<file path="src/rtl/uart_pkg.sv">
// Shared UART definitions: line-rate defaults, bit-period derivation
// common to tx and rx, and the receiver state encoding.
package uart_pkg;

  localparam int unsigned DEF_CLK_FREQ  = 100_000_000;
  localparam int unsigned DEF_BAUD_RATE = 1_152_000;

  function automatic int unsigned bit_period(
    input int unsigned clk_freq,
    input int unsigned baud
  );
    return clk_freq / baud;
  endfunction

  typedef enum logic [2:0] {
    RX_IDLE  = 3'd0,
    RX_START = 3'd1,
    RX_DATA  = 3'd2,
    RX_STOP  = 3'd3,
    RX_BREAK = 3'd4
  } rx_state_e;

endpackage

</file>
<file path="src/rtl/sync_2ff.sv">
// Two-flop synchroniser for one asynchronous pad input.
// Ports: clk, rst (sync, active-high), d (async in), q (synchronised out).
module sync_2ff #(
  parameter logic RST_VAL = 1'b0
) (
  input  logic clk,
  input  logic rst,
  input  logic d,
  output logic q
);

  logic meta;

  always_ff @(posedge clk) begin
    if (rst) begin
      meta <= RST_VAL;
      q    <= RST_VAL;
    end else begin
      meta <= d;
      q    <= meta;
    end
  end

endmodule

</file>
<file path="src/rtl/uart_rx.sv">
// 8N1 UART receiver with mid-bit sampling and a one-entry holding register.
// Ports: clk, rst, rx_i, ready_i, clr_err_i -> data_o, valid_o, frame_err_o, overrun_o, busy_o.
module uart_rx
  import uart_pkg::*;
#(
  parameter int unsigned CLK_FREQ  = DEF_CLK_FREQ,
  parameter int unsigned BAUD_RATE = DEF_BAUD_RATE
) (
  input  logic       clk,
  input  logic       rst,
  input  logic       rx_i,
  input  logic       ready_i,
  input  logic       clr_err_i,
  output logic [7:0] data_o,
  output logic       valid_o,
  output logic       frame_err_o,
  output logic       overrun_o,
  output logic       busy_o
);

  localparam int unsigned BIT_PERIOD  = bit_period(CLK_FREQ, BAUD_RATE);
  localparam int unsigned HALF_PERIOD = BIT_PERIOD / 2;
  localparam logic [15:0] BIT_LAST    = 16'(BIT_PERIOD - 1);
  localparam logic [15:0] HALF_LAST   = 16'(HALF_PERIOD - 1);

  rx_state_e   state;
  logic [15:0] clk_cnt;
  logic [3:0]  bit_cnt;
  logic [7:0]  shift;
  logic        rx_s;

  logic stop_hit;
  logic deliver;
  logic frame_ev;
  logic overrun_ev;
  logic accept;

  sync_2ff #(
    .RST_VAL (1'b1)
  ) u_sync (
    .clk (clk),
    .rst (rst),
    .d   (rx_i),
    .q   (rx_s)
  );

  assign stop_hit   = (state == RX_STOP) && (clk_cnt == BIT_LAST);
  assign deliver    = stop_hit & rx_s;
  assign frame_ev   = stop_hit & ~rx_s;
  assign accept     = valid_o & ready_i;
  assign overrun_ev = deliver & valid_o & ~ready_i;
  assign busy_o     = (state != RX_IDLE);

  always_ff @(posedge clk) begin
    if (rst) begin
      state   <= RX_IDLE;
      clk_cnt <= '0;
      bit_cnt <= '0;
      shift   <= '0;
    end else begin
      unique case (state)
        RX_IDLE: begin
          clk_cnt <= '0;
          bit_cnt <= '0;
          if (!rx_s) state <= RX_START;
        end
        RX_START: begin
          if (clk_cnt == HALF_LAST) begin
            clk_cnt <= '0;
            bit_cnt <= '0;
            // line back high at mid start bit: treat as noise
            state   <= rx_s ? RX_IDLE : RX_DATA;
          end else begin
            clk_cnt <= clk_cnt + 16'd1;
          end
        end
        RX_DATA: begin
          if (clk_cnt == BIT_LAST) begin
            clk_cnt <= '0;
            // fill from the top so the first bit ends up in bit 0
            shift   <= {rx_s, shift[7:1]};
            bit_cnt <= bit_cnt + 4'd1;
            if (bit_cnt == 4'd7) state <= RX_STOP;
          end else begin
            clk_cnt <= clk_cnt + 16'd1;
          end
        end
        RX_STOP: begin
          if (clk_cnt == BIT_LAST) begin
            clk_cnt <= '0;
            state   <= rx_s ? RX_IDLE : RX_BREAK;
          end else begin
            clk_cnt <= clk_cnt + 16'd1;
          end
        end
        RX_BREAK: begin
          clk_cnt <= '0;
          if (rx_s) state <= RX_IDLE;
        end
        default: begin
          state   <= RX_IDLE;
          clk_cnt <= '0;
        end
      endcase
    end
  end

  always_ff @(posedge clk) begin
    if (rst) begin
      data_o      <= '0;
      valid_o     <= 1'b0;
      frame_err_o <= 1'b0;
      overrun_o   <= 1'b0;
    end else begin
      if (deliver && (!valid_o || ready_i)) begin
        data_o  <= shift;
        valid_o <= 1'b1;
      end else if (accept) begin
        valid_o <= 1'b0;
      end

      if (frame_ev)       frame_err_o <= 1'b1;
      else if (clr_err_i) frame_err_o <= 1'b0;

      if (overrun_ev)     overrun_o <= 1'b1;
      else if (clr_err_i) overrun_o <= 1'b0;
    end
  end

endmodule

</file>
<file path="config.mk">
export PLATFORM = sky130hd
export DESIGN_NAME = uart_rx
export DESIGN_NICKNAME = d
export VERILOG_FILES = /design/src/rtl/uart_pkg.sv /design/src/rtl/sync_2ff.sv /design/src/rtl/uart_rx.sv
export SDC_FILE = /design/constraint.sdc
export NUM_CORES = 1
export LEC_CHECK = 0
export ABC_CLOCK_PERIOD_IN_PS = 1900
export CAP_MARGIN = 20
export CORE_MARGIN = 2
export CORE_UTILIZATION = 35
export CTS_BUF_LIST = sky130_fd_sc_hd__clkbuf_2 sky130_fd_sc_hd__clkbuf_4 sky130_fd_sc_hd__clkbuf_8
export DETAILED_ROUTE_END_ITERATION = 6
export PLACE_DENSITY = 0.6
export SYNTH_ARGS = -nofsm -noshare
export SYNTH_HDL_FRONTEND = slang
export SYNTH_HIERARCHICAL = 1
export SYNTH_SLANG_ARGS = --single-unit
</file>
<file path="constraint.sdc">
create_clock -name clk -period 1.9 [get_ports clk]
set_input_delay 0.38 -clock clk [delete_from_list [all_inputs] [get_ports clk]]
set_output_delay 0.38 -clock clk [all_outputs]
set_load 0.02 [all_outputs]
</file>
==> results.tsv, run 1 <==
stage	metric	value	unit
synth	synth_flop_cell	dfxtp_1	
cts	cts_tree	done	
placement	preCtsSetupSlack	-0.0959	ns
critical_path	cp.arrival	2.12	ns
drt	drtIter0Drc	76	
cells_and_area	fin_nets	260	
timing	fin_ws	0.0234	ns
drt	drc_errors	0	
critical_path	rr_worst_depth	6	
global_routing	gr-usage-all-layers	12.7	%
hold_path	hp-start	u_sync/meta	
pwr	switching_power	0.346	mW
global_routing	grt_first_pass_wirelength	6.40	mm
drt	ant_nets	0	
timing	hold_viol	0	
hold_path	whs_endpoint	u_sync/q	
drt	met1_length	1.93	mm
timing	fin_crit	1.88	ns
drt	topRoutingLayerUsed	met4	
synth	syn_area	0.00205	mm2
synth	synth_async_sr_flop_share	0	%
critical_path	r2r_slack	0.02	ns
die	initial_utilization	36.7	%
critical_path	worst_ep_required_time	2.14	ns
critical_path	cp_max_fo	8	
pwr	p_clk_share	42.5	%
drt	wl_per_cell	11.9	um
critical_path	path_class	flop to flop	
placement	hpwl	2.59	mm
critical_path	crit_buf_inv	1	
cts	h-tree-depth	2	
cells_and_area	syn2layout_area_growth	32.2	%
drt	wl_met3	128	um
synth	avgSynthCellArea	9.61	um2
placement	placed_cells	313	
critical_path	cp_cell_sequence	or3b_4, a31oi_4, a211oi_2, or4_4, clkbuf_16, nor2_4	
placement	gp_congestion	0.738	
critical_path	crit_family	simple AND/OR/NAND/NOR gates	
flow_run	cap_viol_max_count	0	
synth	synth_nets	222	
cells_and_area	design_area	0.00271	mm2
critical_path	worstSetupPathDepth	6	
synth	ys_types	44	
cts	clock_path_buffers	2	
critical_path	timing.rr.start	state[2]	
cts	cts-root-buf	clkbuf_8	
global_routing	grt_pass1_vias	1464	
cells_and_area	drive_above_1_share	29.0	%
timing	fmax	533	MHz
critical_path	cpPeakStageDelay	0.56	ns
synth	ys_seq_elements	44	
drt	postRouteWirelength	3.87	mm
timing	rsz0062_at_grt	true	
critical_path	critPathSlowestCell	or4_4	
cts	path_clk_slew	0.08	ns
timing	worstMarginPinSlew	0.445	ns
drt	firstDrtPassIters	4	
cts	cts_buffers	5	
die	coreArea	0.00557	mm2
hold_path	whs_path_depth	1	
timing	hold_slack	0.419	ns
die	die_y	80.5	um
placement	io_buffers	16	
pwr	vdd_drop_max	0.315	mV
die	rows	27	
cts	ctsHoldBuffers	0	
pwr	swShare	20.5	%
placement	dpl_cell_area	0.00240	mm2
critical_path	worstReg2RegEnd	clk_cnt[8]	
cells_and_area	n_antenna_cell	0	
timing	tns	0	ns
critical_path	worstSetupEndpointType	flop	
timing	slew_headroom	70.2	%
timing	clock_skew	0.00481	ns
synth	yosysWarnings	6	
drt	avgViaCountPerCell	4.84	
die	die_area	0.00648	mm2
pwr	p_seq_share	54.8	%
drt	wl_met2	1.74	mm
global_routing	overflow	0	
cells_and_area	layout.cells.non_filler	324	
die	io_pins	17	
synth	ys_seq_area_share	43.0	%
synth	synth-edff-count	0	
pwr	powerDensity	622	mW/mm2
die	die-width	80.5	um
pwr	leakagePower	0.914	nW
drt	vias	1568	
global_routing	grt_max_degree	32	
status	status	completed	
cts	clock_sinks	44	
synth	synthCells	213	
timing	slew_violations	0	
timing	finalCritPeriodShare	98.8	%
critical_path	cp-start-kind	flop	
pwr	intPower	1.34	mW
global_routing	antenna_found_initial	0	
pwr	p_comb_share	2.7	%
cts	clock_latency	0.30	ns
timing	setup_viol	0	
hold_path	min_path_type	flop to flop	
==> cell usage after synthesis, types with 4 or more instances <==
master	n	share of area [%]
nand3_1	7	1.7
nor4bb_1	4	2.0
xor2_1	9	3.9
and4_1	4	1.7
inv_1	5	0.92
nor3_1	4	0.98
xnor2_1	5	2.1
ha_1	4	2.4
nor2_4	8	4.4
a21oi_1	6	1.5
mux2i_1	17	8.3
dfxtp_1	44	43
nand2_1	8	1.5
nor2b_1	4	1.2
nor2_1	37	6.8
==> area by class of cell <==
class	count	area [um2]
Clock buffer	5	68.8
Clock inverter	3	47.5
Timing Repair Buffer	41	388
Fill cell	529	2870
Sequential cell	44	895
Inverter	5	18.8
Multi-Input combinational cell	154	1200
Tap cell	72	90.1
==> worst max-delay path by stage <==
stage                     slack, ns       start         end
after floorplan               -0.03    state[2]  clk_cnt[7]
after global placement        -0.06  clk_cnt[1]    shift[6]
after detailed placement       -0.1  clk_cnt[1]   data_o[6]
after CTS                     0.007  clk_cnt[1]   data_o[6]
after global routing          -0.07  clk_cnt[1]    state[2]
final                          0.02    state[2]  clk_cnt[8]
==> sequential cells by signal, indices dropped and copies added, names as in the netlist, 3 cells and up <==
name and cells:
clk_cnt 16, state 3, data_o 8, bit_cnt 4, shift 8
==> cells in the final DEF, fill, tap and decap left out, types with 2 or more instances in the layout <==
master / count
and3_1: 3
nand4_1: 2
o21ai_0: 3
dfxtp_2: 5
a21oi_1: 6
clkbuf_8: 5
or2_1: 2
inv_1: 4
nor2_2: 4
nand3_1: 7
or3_1: 2
and4_1: 3
ha_1: 2
nand2b_1: 2
dfxtp_1: 37
xnor2_1: 5
nor2_4: 9
clkdlybuf4s50_1: 15
dfxtp_4: 2
clkinv_4: 2
a211oi_1: 2
nor2b_1: 3
nand2_1: 8
mux2_4: 2
and4b_1: 2
nor2_1: 34
nor3_1: 4
mux2i_1: 17
buf_4: 20
buf_6: 3
nor4bb_4: 3
xor2_1: 9
==> metal layers <==
| layer | vias up | GRT usage, % |
|---|---|---|
| met4 | 0 | 5.59 |
| met2 | 28 | 19.7 |
| met1 | 730 | 16.5 |
| met5 | - | 0 |
| li1 | 804 | - |
| met3 | 6 | 3.71 |
==> through the flow <==
step / util, % / total power [mW]
2_1_floorplan: - / 0.972
3_3_place_gp: 43.1 / 0.990
3_5_place_dp: 43.1 / 0.990
4_1_cts: 45.9 / 1.72
5_1_grt: 48.6 / 1.75
6_report: 48.6 / 1.68
==> kinds of logic after synthesis <==
| group | share of synthesized area [%] |
|---|---|
| adder cells (fa/ha/maj) | 2.45 |
| multiplexers | 9.96 |
| AO/OA/AOI/OAI | 6.48 |
| AND/OR/NAND/NOR | 27.4 |
| XOR/XNOR | 5.99 |
| buffers and inverters | 4.65 |
| flip-flops | 43.0 |
==> power by group through the flow <==
stage / registers, mW / logic, mW / clock network, mW
after floorplan: 0.947 / 0.0253 / 0
after global placement: 0.947 / 0.0426 / 0
after detailed placement: 0.947 / 0.0430 / 0
after CTS: 0.925 / 0.0427 / 0.750
after global routing: 0.923 / 0.0495 / 0.781
final: 0.923 / 0.0455 / 0.716
==> worst reg2reg max path: stages (launching register included) <==
cell and delay [ns]:
dfxtp_1 0.32, or3b_4 0.41, a31oi_4 0.15, a211oi_2 0.07, or4_4 0.57, clkbuf_16 0.21, nor2_4 0.10
==> timing repair <==
item	in CTS	in global routing
resized for setup	7	31
setup buffers	1	1
pin swaps	1	8
cloned	0	1
endpoints found under the setup margin	20	38
Power figures use the tool's default switching activity.
==> run 2: changes to the inputs <==
- PLACE_DENSITY: 0.6 -> 0.64
==> run 2 against run 1 <==
Die area did not move. Cell count fell by 0.31%. Cell area fell by 2.5%. Total power rose by 1.0%. Sequential power barely moved. Clock-buffer cell count did not move. Hold slack got worse by 0.0061 ns. Clock skew rose by 0.0022 ns. Utilization fell by 1.2 points. Global-route usage fell by 0.63 points. Critical path depth rose by 1. Via count fell by 3.8%. Largest power group unchanged.
==> results.tsv, run 2 (same netlist as run 1, synthesis figures left out) <==
stage	metric	value	unit
status	status	completed	
cells_and_area	largest_registers	clk_cnt x16, data_o x8, shift x8	
cells_and_area	final_common_cell	dfxtp_1	
cells_and_area	n_antenna_cell	0	
drt	vias	1508	
cells_and_area	fin_nets	259	
critical_path	worst_ep_required_time	2.09	ns
global_routing	antenna_found_initial	0	
drt	wl_per_cell	11.5	um
critical_path	cp_max_fo	8	
critical_path	timing.rr.start	clk_cnt[10]	
hold_path	whs_path_depth	1	
cells_and_area	post-route-util	47.3	%
drt	drc_errors	0	
timing	slew_headroom	71.2	%
cts	path_clk_slew	0.09	ns
cells_and_area	largest_reg_flops	16	
critical_path	cpPeakStageDelay	0.33	ns
die	die_y	80.5	um
pwr	p_total	1.70	mW
hold_path	hp-start	u_sync/meta	
critical_path	cp.arrival	2.00	ns
cells_and_area	fillers	514	
pwr	powerDensity	645	mW/mm2
placement	gp_congestion	0.716	
timing	fin_ws	0.0897	ns
drt	ant_nets	0	
timing	fin_crit	1.81	ns
global_routing	grt_max_degree	32	
global_routing	grt_first_pass_wirelength	6.11	mm
cts	cts-root-buf	clkbuf_8	
cts	h-tree-depth	2	
cells_and_area	ff_latch_area	886	um2
die	rows	27	
die	coreArea	0.00557	mm2
critical_path	rr_worst_depth	7	
critical_path	cp_cell_sequence	nor4_2, buf_4, and4_4, nor4bb_2, buf_4, mux2i_1, nor2_1	
drt	firstDrtPassIters	4	
drt	avgViaCountPerCell	4.67	
placement	preCtsSetupSlack	-0.0869	ns
drt	drtIter0Drc	41	
placement	hpwl	2.61	mm
timing	clock_skew	0.00699	ns
cells_and_area	syn2layout_area_growth	28.9	%
critical_path	cp-start-kind	flop	
cts	clock_latency	0.29	ns
hold_path	whs_endpoint	u_sync/q	
hold_path	min_path_type	flop to flop	
global_routing	grt_pass1_vias	1409	
die	die_area	0.00648	mm2
timing	worstMarginPinSlew	0.431	ns
critical_path	path_class	flop to flop	
timing	hold_slack	0.413	ns
flow_run	cap_viol_max_count	0	
cts	clock_sinks	44	
cells_and_area	top_register	clk_cnt	
die	io_pins	17	
global_routing	overflow	0	
critical_path	r2r_slack	0.09	ns
critical_path	critPathSlowestCell	dfxtp_1	
cells_and_area	drive_above_1_share	25.9	%
cts	cts_buffers	5	
critical_path	crit_buf_inv	2	
die	initial_utilization	36.7	%
pwr	leakagePower	0.897	nW
global_routing	gr-usage-all-layers	12.1	%
critical_path	crit_family	simple AND/OR/NAND/NOR gates	
pwr	vdd_drop_max	0.468	mV
timing	setup_viol	0	
cells_and_area	layout_common_cells	dfxtp_1, nor2_1, buf_4, mux2i_1, clkdlybuf4s50_1	
timing	finalCritPeriodShare	95.3	%
timing	fmax	552	MHz
timing	rsz0062_at_grt	true	
timing	hold_viol	0	
die	die-width	80.5	um
timing	slew_violations	0	
drt	postRouteWirelength	3.73	mm
cts	cts_tree	done	
critical_path	worstSetupEndpointType	flop	
cts	clock_path_buffers	2	
critical_path	crit_top_cell	buf_4	
critical_path	worstReg2RegEnd	data_o[2]	
placement	io_buffers	16	
cells_and_area	multi_input_area	0.00116	mm2
[run 2: area by class of cell]
type / count / share of cell area (%)
repair buffers: 40 / 14.0
inverters: 5 / 0.711
well taps: 72 / 3.41
multi-input cells: 154 / 44.0
flip-flops and latches: 44 / 33.6
clock inverters: 3 / 1.75
clock buffers: 5 / 2.61
[run 2: per-stage QoR]
stage / instances / area, um2 / TNS [ns]
floorplan: 213 / 2050 / -0.301
finish: 323 / 2640 / 0
CTS: 322 / 2540 / -0.0116
global placement: 313 / 2400 / -0.412
detailed placement: 313 / 2400 / -0.823
global route: 323 / 2640 / -0.392
[run 2: what timing repair did]
action / CTS / global route
hold buffers: 0 / 0
endpoints found under the setup margin: 20 / 39
gates resized for setup: 5 / 18
buffers inserted: 1 / 0
gates cloned: 0 / 1
pin swaps: 1 / 8
[run 2: worst max-delay path by stage]
stage                      from         end  slack (ns)  depth (start not counted)
detailed placement   clk_cnt[1]   data_o[4]       -0.09                          8
global route         clk_cnt[2]    state[2]       -0.08                          5
global placement     clk_cnt[1]   data_o[7]       -0.03                          8
finish              clk_cnt[10]   data_o[2]        0.09                          7
CTS                  clk_cnt[1]   data_o[2]      -0.005                          8
floorplan              state[2]  clk_cnt[7]       -0.03                          8
[run 2: where the power goes]
part	internal, mW	switching (mW)
logic	0.0217	0.0223
registers	0.924	0.00171
clock network	0.396	0.336
total	1.34	0.360
[run 2: layer usage]
layer	share of wire [%]	GRT usage (%)	vias up
met2	44	19.2	14
li1	-	-	801
met5	0	0	-
met4	1.3	4.07	0
met1	52	15.6	688
met3	3.0	3.71	5
